==> src/rtl/scan_pkg.sv <==
// Shared types and CRC helper for the scan chain loader.
// FSM state enum, CRC-16-CCITT constants and a one-bit CRC step.
package scan_pkg;

  typedef enum logic [1:0] {
    IDLE,
    LOAD,
    VERIFY,
    FINISH
  } state_t;

  localparam logic [15:0] CRC_POLY = 16'h1021;
  localparam logic [15:0] CRC_INIT = 16'hFFFF;

  // MSB-first serial CRC step, no reflection.
  function automatic logic [15:0] crc16_bit(
    input logic [15:0] crc,
    input logic        b
  );
    logic fb;
    fb = crc[15] ^ b;
    return {crc[14:0], 1'b0} ^ (fb ? CRC_POLY : 16'h0000);
  endfunction

endpackage

==> src/rtl/scan_crc16.sv <==
// Serial CRC-16-CCITT register with synchronous clear and bit enable.
// Ports: clk, rst_n, clr, en, din (serial bit) -> crc (16-bit value).
module scan_crc16
  import scan_pkg::*;
(
  input  logic        clk,
  input  logic        rst_n,
  input  logic        clr,
  input  logic        en,
  input  logic        din,
  output logic [15:0] crc
);

  always_ff @(posedge clk or negedge rst_n) begin
    if (!rst_n) begin
      crc <= CRC_INIT;
    end else if (clr) begin
      crc <= CRC_INIT;
    end else if (en) begin
      crc <= crc16_bit(crc, din);
    end
  end

endmodule

==> src/rtl/scan_chain_loader.sv <==
// Serialises host config bytes into the fabric scan chain, then recirculates it once and CRC-checks the readback.
// Ports: start/din/din_valid/din_ready host side; chain_sin/chain_ce/chain_sout chain side; busy/done/error status.
module scan_chain_loader
  import scan_pkg::*;
#(
  parameter int CHAIN_LEN = 64,
  parameter int CNT_W     = $clog2(CHAIN_LEN + 1)
) (
  input  logic       clk,
  input  logic       rst_n,
  input  logic       start,
  input  logic [7:0] din,
  input  logic       din_valid,
  output logic       din_ready,
  input  logic       chain_sout,
  output logic       chain_sin,
  output logic       chain_ce,
  output logic       busy,
  output logic       done,
  output logic       error
);

  localparam logic [CNT_W-1:0] LEN  = CNT_W'(CHAIN_LEN);
  localparam logic [CNT_W-1:0] LAST = CNT_W'(CHAIN_LEN - 1);

  state_t           state_q, state_d;
  logic [CNT_W-1:0] cnt_q, cnt_d;
  logic [7:0]       buf_q, buf_d;
  logic [3:0]       fill_q, fill_d;
  logic             ce_q, ce_d;
  logic             sin_q, sin_d;
  logic             busy_q, busy_d;
  logic             done_q, done_d;
  logic             ready_q, ready_d;
  logic             err_q, err_d;
  logic             crc_clr;
  logic             in_en;
  logic             out_en;
  logic [15:0]      crc_in;
  logic [15:0]      crc_out;

  scan_crc16 u_crc_in (
    .clk   (clk),
    .rst_n (rst_n),
    .clr   (crc_clr),
    .en    (in_en),
    .din   (buf_q[0]),
    .crc   (crc_in)
  );

  scan_crc16 u_crc_out (
    .clk   (clk),
    .rst_n (rst_n),
    .clr   (crc_clr),
    .en    (out_en),
    .din   (chain_sout),
    .crc   (crc_out)
  );

  always_ff @(posedge clk or negedge rst_n) begin
    if (!rst_n) begin
      state_q <= IDLE;
      cnt_q   <= '0;
      buf_q   <= '0;
      fill_q  <= '0;
      ce_q    <= 1'b0;
      sin_q   <= 1'b0;
      busy_q  <= 1'b0;
      done_q  <= 1'b0;
      ready_q <= 1'b0;
      err_q   <= 1'b0;
    end else begin
      state_q <= state_d;
      cnt_q   <= cnt_d;
      buf_q   <= buf_d;
      fill_q  <= fill_d;
      ce_q    <= ce_d;
      sin_q   <= sin_d;
      busy_q  <= busy_d;
      done_q  <= done_d;
      ready_q <= ready_d;
      err_q   <= err_d;
    end
  end

  always_comb begin
    state_d = state_q;
    cnt_d   = cnt_q;
    buf_d   = buf_q;
    fill_d  = fill_q;
    ce_d    = 1'b0;
    sin_d   = sin_q;
    busy_d  = 1'b0;
    done_d  = 1'b0;
    ready_d = 1'b0;
    err_d   = err_q;
    crc_clr = 1'b0;
    in_en   = 1'b0;
    out_en  = 1'b0;
    unique case (state_q)
      IDLE: begin
        if (start) begin
          state_d = LOAD;
          cnt_d   = '0;
          buf_d   = '0;
          fill_d  = '0;
          sin_d   = 1'b0;
          err_d   = 1'b0;
          crc_clr = 1'b1;
          busy_d  = 1'b1;
          ready_d = 1'b1;
        end
      end
      LOAD: begin
        busy_d = 1'b1;
        if (cnt_q == LEN) begin
          // last bit is captured by the chain on this edge;
          // leftover buffer bits are dropped
          state_d = VERIFY;
          cnt_d   = '0;
          fill_d  = '0;
          sin_d   = 1'b0;
          ce_d    = 1'b1;
        end else begin
          if (fill_q != 4'd0) begin
            ce_d   = 1'b1;
            sin_d  = buf_q[0];
            in_en  = 1'b1;
            buf_d  = {1'b0, buf_q[7:1]};
            fill_d = fill_q - 4'd1;
            cnt_d  = cnt_q + 1'b1;
          end else if (din_valid && ready_q) begin
            buf_d  = din;
            fill_d = 4'd8;
          end
          ready_d = (fill_d == 4'd0) && (cnt_d != LEN);
        end
      end
      VERIFY: begin
        busy_d = 1'b1;
        ce_d   = 1'b1;
        out_en = 1'b1;
        cnt_d  = cnt_q + 1'b1;
        if (cnt_q == LAST) begin
          // fold in the final readback bit so ERROR lines up with DONE
          state_d = FINISH;
          ce_d    = 1'b0;
          busy_d  = 1'b0;
          done_d  = 1'b1;
          err_d   = crc16_bit(crc_out, chain_sout) != crc_in;
        end
      end
      FINISH: begin
        state_d = IDLE;
      end
      default: begin
        state_d = IDLE;
      end
    endcase
  end

  assign chain_sin = (state_q == VERIFY) ? chain_sout : sin_q;
  assign chain_ce  = ce_q;
  assign busy      = busy_q;
  assign done      = done_q;
  assign din_ready = ready_q;
  assign error     = err_q;

endmodule
==> config.mk <==
export PLATFORM = sky130hd
export DESIGN_NAME = scan_chain_loader
export DESIGN_NICKNAME = d
export VERILOG_FILES = /design/src/rtl/scan_pkg.sv /design/src/rtl/scan_crc16.sv /design/src/rtl/scan_chain_loader.sv
export SDC_FILE = /design/constraint.sdc
export NUM_CORES = 1
export LEC_CHECK = 0
export BUFFER_PORTS_ARGS = -buffer_cell sky130_fd_sc_hd__buf_2
export CAP_MARGIN = 15
export CORE_MARGIN = 10
export CORE_UTILIZATION = 58
export CTS_CLUSTER_DIAMETER = 60
export DETAILED_ROUTE_END_ITERATION = 10
export PLACE_DENSITY = 0.8
export SYNTH_ARGS = -nofsm -noshare
export SYNTH_HDL_FRONTEND = slang
export SYNTH_SLANG_ARGS = --single-unit
==> constraint.sdc <==
create_clock -name clk -period 3.1 [get_ports clk]
set_input_delay 0.31 -clock clk [delete_from_list [all_inputs] [get_ports clk]]
set_output_delay 0.31 -clock clk [all_outputs]
set_load 0.005 [all_outputs]
==> run summary <==
outcome = complete, but fails checks
failing checks = negative hold slack
H-tree Lvls = 3
Core Area = 5473 um2
die height = 94.92 um
Synth Net Count = 366
Pleak = 1.578 nW
fin. max-slew vios = 0
required time worst endpoint = 3.33 ns
antenna cell count = 0
crit path kind = register to register
post-synth top area cell = dfstp_2
CTS Buf Count = 9
FP Rows = 27
RSZ-0062 raised after global routing = no
# DRC = 0
Worst-path clk slew = 0.07 ns
Initial Util = 59.49%
I/O pins = 19
clock share of power = 17.7%
CTS tree = built
vias per cell = 5.678
Final Setup Violations = 0
worst r2r dst = cnt_q[3]
relative slew slack = 56.07%
FMAX = 425.1 MHz
Post-CTS Resized = 0
Internal Dissipation = 0.002364 W
layout cells sized above 1 = 23.04%
total global routing overflow = 0
post-synthesis sequential area ratio = 46.58%
max_cap viols = 0
combinational share of power = 45.7%
post-synthesis register bit count = 59
drt first pass iters = 4
Top FF cell, synth = dfstp_2
Tcrit/Tclk final = 75.88%
power per cell area = 1111 nW/um2
clk buf depth = 2
fin nets = 385
Peak supply drop = 0.5575 mV
top cells by area, synth = dfstp_2 26%, dfrtp_1 21%, nand2_1 9.3%
Sw Pwr = 0.001650 W
Worst R2R Path Depth = 7
Mapped Cells = 345
HPWL after DPL = 4.787 mm
CP endpoint kind = register
sequential power share = 36.6%
Port Buf Inserts = 18
CTS Sinks = 59
Switching Fraction = 41.10%
most common library cells after synthesis = 81 x nand2_1, 32 x dfstp_2, 27 x dfrtp_1
Detailed Route WL = 6.756 mm
Post-synth EDFFs = 0
Mapped Area = 3256 um2
Worst setup SP type = register
Fin Clk Skew = 0.01081 ns
flop2flop setup slack = 0.75 ns
clock latency at the later pin of the worst-skew pair = 0.35 ns
area delta synth->final = 10.99%
class of the worst hold path = input port to async pin
initial antenna violation count = 0
Hold-fix buffers, CTS = 0
Die W = 94.92 um
final hold violations = 6
GRT Util Overall = 15.96%
Final min period = 2.352 ns
first-pass GRT wire length = 11.41 mm
worst r2r src = fill_q[0]
largest net degree at the start of global routing = 37
Avg Synthesized Cell Area = 9.437 um2
top cell type's share of synthesized area = 25.83%
Post-synth ARST share = 100.0%
wire length per cell = 15.32 um
crit path max fanout = 19
number of global-route vias before repair = 2379
GPL Wtd Cong = 0.8479
Post-CTS Setup Repair Bufs = 0
Synth cell types = 50
synth warn = 0
Fin Setup TNS = 0 ns
worst slew pin tran = 0.6589 ns
Hold WS = -0.009129 ns
DRT antenna net count = 0
CP arrival = 2.58 ns
most common cell in the synthesized netlist = nand2_1
Iter 0 DRT Violations = 137
CTS root buf = clkbuf_8
DIE AREA = 9010 um2
Via Count = 2504
Layout Utilization = 66.03%
[power by group through the flow]
| stage | Clock (W) | Sequential (W) | Combinational [W] |
|---|---|---|---|
| after floorplan | 0 | 0.00140 | 0.00146 |
| after global placement | 0 | 0.00146 | 0.00177 |
| after detailed placement | 0 | 0.00147 | 0.00182 |
| after CTS | 0.000721 | 0.00146 | 0.00183 |
| after global routing | 0.000755 | 0.00151 | 0.00206 |
| final | 0.000711 | 0.00147 | 0.00184 |
[flip-flops by register name, summed over array words and instances, names as in the netlist]
name	flops
buf_q	8
din_ready	1
chain_ce	1
busy	1
sin_q	1
state_q	2
error	1
done	1
fill_q	4
cnt_q	7
u_crc_in.crc	16
u_crc_out.crc	16
[worst max-delay path by stage]
stage | start | to | cells past startpoint
after floorplan | cnt_q[0] | cnt_q[2] | 8
final | fill_q[0] | cnt_q[3] | 7
after CTS | fill_q[0] | cnt_q[3] | 7
after global placement | fill_q[0] | cnt_q[3] | 7
after global routing | fill_q[0] | cnt_q[6] | 7
after detailed placement | fill_q[0] | cnt_q[3] | 7
[layout by cell type, fill, tap and decap left out, types with 2 or more instances in the layout]
master and count:
nand2_1 81, dfstp_2 32, dfrtp_1 27, buf_2 18, nand3_1 17, mux2i_1 14
xor2_1 14, a21oi_1 14, o21ai_0 13, nor2_1 13, xnor2_1 10, clkbuf_8 10
inv_1 9, mux2_2 9, ha_1 8, buf_4 7, nand2b_1 6, nor3_1 6
nor4_1 5, a31oi_1 5, a22o_1 5, o211ai_1 4, nand4_1 3, nor2b_1 3
o31ai_1 3, o21ai_1 3, o41ai_1 2, clkbuf_16 2, clkinv_2 2
[layer usage]
metal  track usage, %  part of all wire, %  vias up
li1                 -                    -     1236
met1            22.74                   50     1216
met2            22.25                   44       42
met3            4.124                  4.3       10
met4            6.858                  1.6        0
met5                0                    0        -
[area by class of cell]
cell class	count	area [um2]
Inverter	10	37.54
Tap cell	72	90.09
Timing Repair Buffer	25	142.6
Fill cell	438	1859
Clock buffer	13	191.4
Sequential cell	59	1516
Clock inverter	3	16.27
Multi-Input combinational cell	259	1619
[through the flow]
| stage | power [W] | instance area (um2) | hold slack [ns] | instances | worst slack (ns) |
|---|---|---|---|---|---|
| after global placement | 0.003230 | 3406 | 0.3742 | 425 | 0.8348 |
| final | 0.004014 | 3613 | -0.009129 | 441 | 0.7477 |
| after global routing | 0.004325 | 3613 | 0.05954 | 441 | 0.5567 |
| after detailed placement | 0.003295 | 3406 | 0.3777 | 425 | 0.7986 |
| after floorplan | 0.002852 | 3256 | 0.01441 | 345 | 1.136 |
| after CTS | 0.004019 | 3613 | 0.006329 | 441 | 0.7680 |
[kinds of logic (layout without fill, tap and decap cells)]
kind of cell | count (synthesis) | in the layout | share of synthesized area, %
adder cells (fa/ha/maj) | 8 | 8 | 3.075
AO/OA/AOI/OAI | 63 | 63 | 13.22
multiplexers | 23 | 23 | 7.417
XOR/XNOR | 24 | 24 | 6.457
AND/OR/NAND/NOR | 141 | 141 | 19.56
buffers and inverters | 27 | 51 | 3.689
flip-flops | 59 | 59 | 46.58
[critical path: stages (launching register included)]
cell and delay, ns:
dfrtp_1 0.44, inv_1 0.08, ha_1 0.27, or3b_1 0.60, nand2_1 0.13, buf_4 0.24, a21oi_1 0.20, a22o_1 0.27
Note: power is estimated with default switching activity, not from simulation.
